==> src/rtl/serial_mag_comparator.sv <==
// Multi-cycle magnitude comparator: scans A and B MSB-first, CHUNK bits per clock.
// Done pulses k cycles after the accepted start; start is ignored while busy.
module serial_mag_comparator #(
   parameter int WIDTH      = 16,
   parameter int CHUNK      = 4,
   parameter int SIGNED     = 0,
   parameter int EARLY_EXIT = 1
) (
   input  logic                                 clk,
   input  logic                                 rst,
   input  logic                                 start,
   input  logic [WIDTH-1:0]                     a,
   input  logic [WIDTH-1:0]                     b,
   output logic                                 busy,
   output logic                                 done,
   output logic                                 eq,
   output logic                                 gt,
   output logic                                 lt,
   output logic [$clog2(WIDTH/CHUNK+1)-1:0]     cycles
);

   localparam int NCH = WIDTH / CHUNK;
   localparam int CW  = $clog2(NCH + 1);
   localparam logic [CW-1:0] LAST_IDX = CW'(NCH - 1);

   typedef enum logic {IDLE, SCAN} state_t;

   state_t            state;
   state_t            state_nxt;
   logic [WIDTH-1:0]  sa;
   logic [WIDTH-1:0]  sb;
   logic [CW-1:0]     cnt;
   logic              dec_gt;
   logic              dec_lt;
   logic [CHUNK-1:0]  ca;
   logic [CHUNK-1:0]  cb;
   logic              chunk_gt;
   logic              chunk_lt;
   logic              last_chunk;
   logic              res_gt;
   logic              res_lt;
   logic              load;
   logic              finish;

   // Top chunk of each operand; for signed compare the sign bit is flipped in
   // the first chunk only, turning two's complement into offset binary.
   always_comb begin
      ca = sa[WIDTH-1 -: CHUNK];
      cb = sb[WIDTH-1 -: CHUNK];
      if (SIGNED != 0 && cnt == '0) begin
         ca[CHUNK-1] = ~ca[CHUNK-1];
         cb[CHUNK-1] = ~cb[CHUNK-1];
      end
      chunk_gt   = ca > cb;
      chunk_lt   = ca < cb;
      last_chunk = (cnt == LAST_IDX);
      res_gt     = (dec_gt | dec_lt) ? dec_gt : chunk_gt;
      res_lt     = (dec_gt | dec_lt) ? dec_lt : chunk_lt;
   end

   always_ff @(posedge clk) begin
      if (rst) begin
         state <= IDLE;
      end else begin
         state <= state_nxt;
      end
   end

   always_comb begin
      state_nxt = state;
      load      = 1'b0;
      finish    = 1'b0;
      case (state)
         IDLE: begin
            if (start) begin
               load      = 1'b1;
               state_nxt = SCAN;
            end
         end
         SCAN: begin
            if (last_chunk || (EARLY_EXIT != 0 && (chunk_gt || chunk_lt))) begin
               finish    = 1'b1;
               state_nxt = IDLE;
            end
         end
         default: state_nxt = IDLE;
      endcase
   end

   always_comb busy = (state == SCAN);

   always_ff @(posedge clk) begin
      if (rst) begin
         sa     <= '0;
         sb     <= '0;
         cnt    <= '0;
         dec_gt <= 1'b0;
         dec_lt <= 1'b0;
         done   <= 1'b0;
         eq     <= 1'b0;
         gt     <= 1'b0;
         lt     <= 1'b0;
         cycles <= '0;
      end else begin
         done <= finish;
         if (load) begin
            sa     <= a;
            sb     <= b;
            cnt    <= '0;
            dec_gt <= 1'b0;
            dec_lt <= 1'b0;
         end else if (state == SCAN) begin
            sa  <= sa << CHUNK;
            sb  <= sb << CHUNK;
            cnt <= cnt + CW'(1);
            // Only the first differing chunk decides; later chunks cannot override.
            if (!(dec_gt | dec_lt)) begin
               dec_gt <= chunk_gt;
               dec_lt <= chunk_lt;
            end
         end
         if (finish) begin
            eq     <= ~(res_gt | res_lt);
            gt     <= res_gt;
            lt     <= res_lt;
            cycles <= cnt + CW'(1);
         end
      end
   end

endmodule

==> config.mk <==
export PLATFORM = sky130hd
export DESIGN_NAME = serial_mag_comparator
export DESIGN_NICKNAME = d
export VERILOG_FILES = /design/src/rtl/serial_mag_comparator.sv
export SDC_FILE = /design/constraint.sdc
export NUM_CORES = 1
export LEC_CHECK = 0
export CAP_MARGIN = 25
export CORE_ASPECT_RATIO = 1.2
export CORE_MARGIN = 1.5
export CORE_UTILIZATION = 45
export DETAILED_ROUTE_END_ITERATION = 8
export PLACE_DENSITY = 0.75
export SYNTH_ARGS = -nofsm -noshare
export SYNTH_HDL_FRONTEND = slang
export SYNTH_SLANG_ARGS = --single-unit
==> constraint.sdc <==
create_clock -name clk -period 1.45 [get_ports clk]
set_input_delay 0.29 -clock clk [delete_from_list [all_inputs] [get_ports clk]]
set_output_delay 0.29 -clock clk [all_outputs]
set_load 0.03 [all_outputs]
==> impl_metrics.csv <==
group,metric,value,unit
outcome,outcome,"finished, violations left",
outcome,violations,"negative setup slack",
placed_design,dpl.cell_count,325,
clocking,cts_buffers,5,
synthesis,synth_cells,233,
hold_path,hold_path.class,"register to register",
clocking,cts_tree,"yes",
die,ios,43,
synthesis,ys_ff_latch,45,
pwr,ir_drop,680.8,uV
synthesis,yosys.area.top_type,"dfxtp_1",
sta,rsz0062_at_grt,"true",
pwr,seqPwrFrac,47.1,%
worst_setup_path,reg2reg_depth,6,
sta,setup_tns,-0.5125,ns
pwr,power.leakage,1.176,nW
sta,hold_ws,0.4925,ns
die,die_w,64.17,um
final_layout,final_cell_mix,"nor2_1 (64), dfxtp_1 (40), mux2i_1 (34)",
synthesis,synth_cell_types,29,
final_layout,syn_to_final_growth,36.35,%
synthesis,synth_nets,274,
grt,grt_pass1_wl,6989,um
synthesis,ys_seq_area_share,44.58,%
synthesis,synth_top_area_share,44.58,%
routing,firstDrtPassIters,4,
placed_design,place.gp.congestion,0.8710,
synthesis,synth_area_leaders,"dfxtp_1 (45%), mux2i_1 (17%), nor2_1 (12%), a21oi_1 (7.9%), ha_1 (3.7%)",
worst_setup_path,cp-start-kind,"register",
sta,hold_viol,0,
final_layout,final_cell_area,2755,um2
pwr,power.share.clock,25.9,%
grt,grt_pass1_vias,1569,
grt,overflow,0,
synthesis,syn-cell-area,2021,um2
final_layout,diodes,0,
clocking,cts.path.max_buffers,2,
die,dieArea,4903,um2
grt,antenna_found_initial,0,
placed_design,port_buffers,42,
final_layout,stdcell_count,335,
sta,setup_viol,7,
placed_design,dpl_cell_area,2605,um2
pwr,p_sw,0.8480,mW
pwr,internal_power,2.101,mW
routing,drc,0,
pwr,p_sw_share,28.75,%
die,die_y,76.41,um
worst_setup_path,worstPathArrival,1.73,ns
final_layout,layout-drive-gt1-share,17.92,%
sta,clock.fmax,646.9,MHz
synthesis,syn_area_per_cell,8.672,um2
final_layout,final_nets,320,
routing,wl_per_cell,12.72,um
sta,fin_skew,0.005668,ns
clocking,cts_hold_buf,0,
sta,maxSlewHeadroom,79.96,%
worst_setup_path,critPathMaxFanout,6,
worst_setup_path,path_class,"register to register",
die,initial_utilization,47.06,%
clocking,htreeDepth,2,
routing,routed_wl,4262,um
clocking,cts_root_buf,"clkbuf_8",
routing,drtIter0Drc,101,
pwr,power.density,1070,nW/um2
routing,detailroute.via_count,1710,
worst_setup_path,worstPathRequired,1.63,ns
worst_setup_path,cp-end-kind,"register",
grt,grt_usage,18.24,%
pwr,combPwrFrac,27.0,%
routing,final_antenna_net_count,0,
die,core,4294,um2
sta,fin_crit,1.546,ns
sta,layout_setup_ws,-0.09579,ns
sta,period_share,106.6,%
sta,slew_viol_final,0,
synthesis,yosys_warnings,0,
job,drv_cap,0,
clocking,path_clk_slew,0.08,ns
final_layout,final_common_cell,"nor2_1",
die,rows,26,
routing,viasPerCell,5.104,
hold_path,hold_depth,2,
placed_design,hpwl,3057,um
clocking,cts.sinks,45,
sta,worstMarginPinSlew,0.3018,ns
placed_design,pre_cts_ws,-0.1237,ns
clocking,clkLatencyLatePin,0.29,ns
grt,grt_start_max_net_pins,36,
[flip-flops by register name, indices dropped and copies added (netlist names), 3 cells and up]
name	count
sa	16
cycles	3
cnt	3
sb	16
[final timing paths]
path | from | to | slack [ns]
worst min register to register | sa[11] | sa[15] | 0.49
worst max-delay path | sb[13] | cycles[2] | -0.1
worst max register to register | sb[13] | cycles[2] | -0.1
worst min-delay path | sa[11] | sa[15] | 0.49
[per-stage QoR]
step                      total power, mW  utilization (%)
after detailed placement            2.142            60.66
after global routing                3.099            64.16
after CTS                           2.908            62.79
after floorplan                     1.885                -
final                               2.949            64.16
after global placement              2.126            60.66
[synth_stat cells]
cell and instances:
and3_1 1, mux2i_1 34, clkbuf_1 8, o21ai_0 4
a32oi_1 1, a311oi_1 1, a21oi_1 32, nor3_1 1
buf_2 4, a211o_1 1, nand2_1 1, a21o_1 1
a31oi_1 1, buf_1 4, inv_1 9, or2_2 1
dfxtp_1 45, a311oi_4 1, nor2_1 65, nand2b_1 1
ha_1 6, nor2_2 1, nand4_2 1, nand4_1 1
a21oi_2 1, o2111ai_1 1, a311o_1 1, a211oi_1 4
nand3_1 1
[timing repair]
action / CTS / global route
endpoints found under the setup margin: 14 / 9
pin swaps: 9 / 15
setup buffers: 1 / 2
resized for setup: 10 / 13
[area by class of cell]
cell class | instances | area [um2]
inverters | 9 | 33.78
flip-flops and latches | 45 | 907.1
repair buffers | 55 | 518.0
well taps | 56 | 70.07
multi-input cells | 163 | 1140
fillers | 378 | 1539
clock buffers | 7 | 86.33
[power by group through the flow]
| stage | logic (mW) | clock network [mW] | registers [mW] |
|---|---|---|---|
| 4_1_cts | 0.732 | 0.789 | 1.39 |
| 2_1_floorplan | 0.444 | 0 | 1.44 |
| 5_1_grt | 0.867 | 0.832 | 1.40 |
| 3_5_place_dp | 0.726 | 0 | 1.42 |
| 3_3_place_gp | 0.712 | 0 | 1.41 |
| 6_report | 0.797 | 0.764 | 1.39 |
[per-layer routing]
metal	wire (um)	GRT usage (%)	up-vias
met5	0	0	-
met4	65	8.936	0
met3	162	4.431	6
met2	2168	29.90	37
met1	1865	22.09	784
li1	-	-	883
[cell families after synthesis]
kind of cell,after synthesis,synth area share [%]
compound gates,49,15.05
fa+ha+maj,6,3.715
buf+inv,25,4.891
flops,45,44.58
mux,34,16.84
simple gates,74,14.92
[critical path, cell delays in order, from the launching register on]
cell,delay (ns)
dfxtp_2,0.34
inv_2,0.04
ha_4,0.28
nand2b_4,0.08
a311o_2,0.47
a21oi_2,0.18
a211oi_2,0.04
Note: power is estimated with default switching activity, not from simulation.
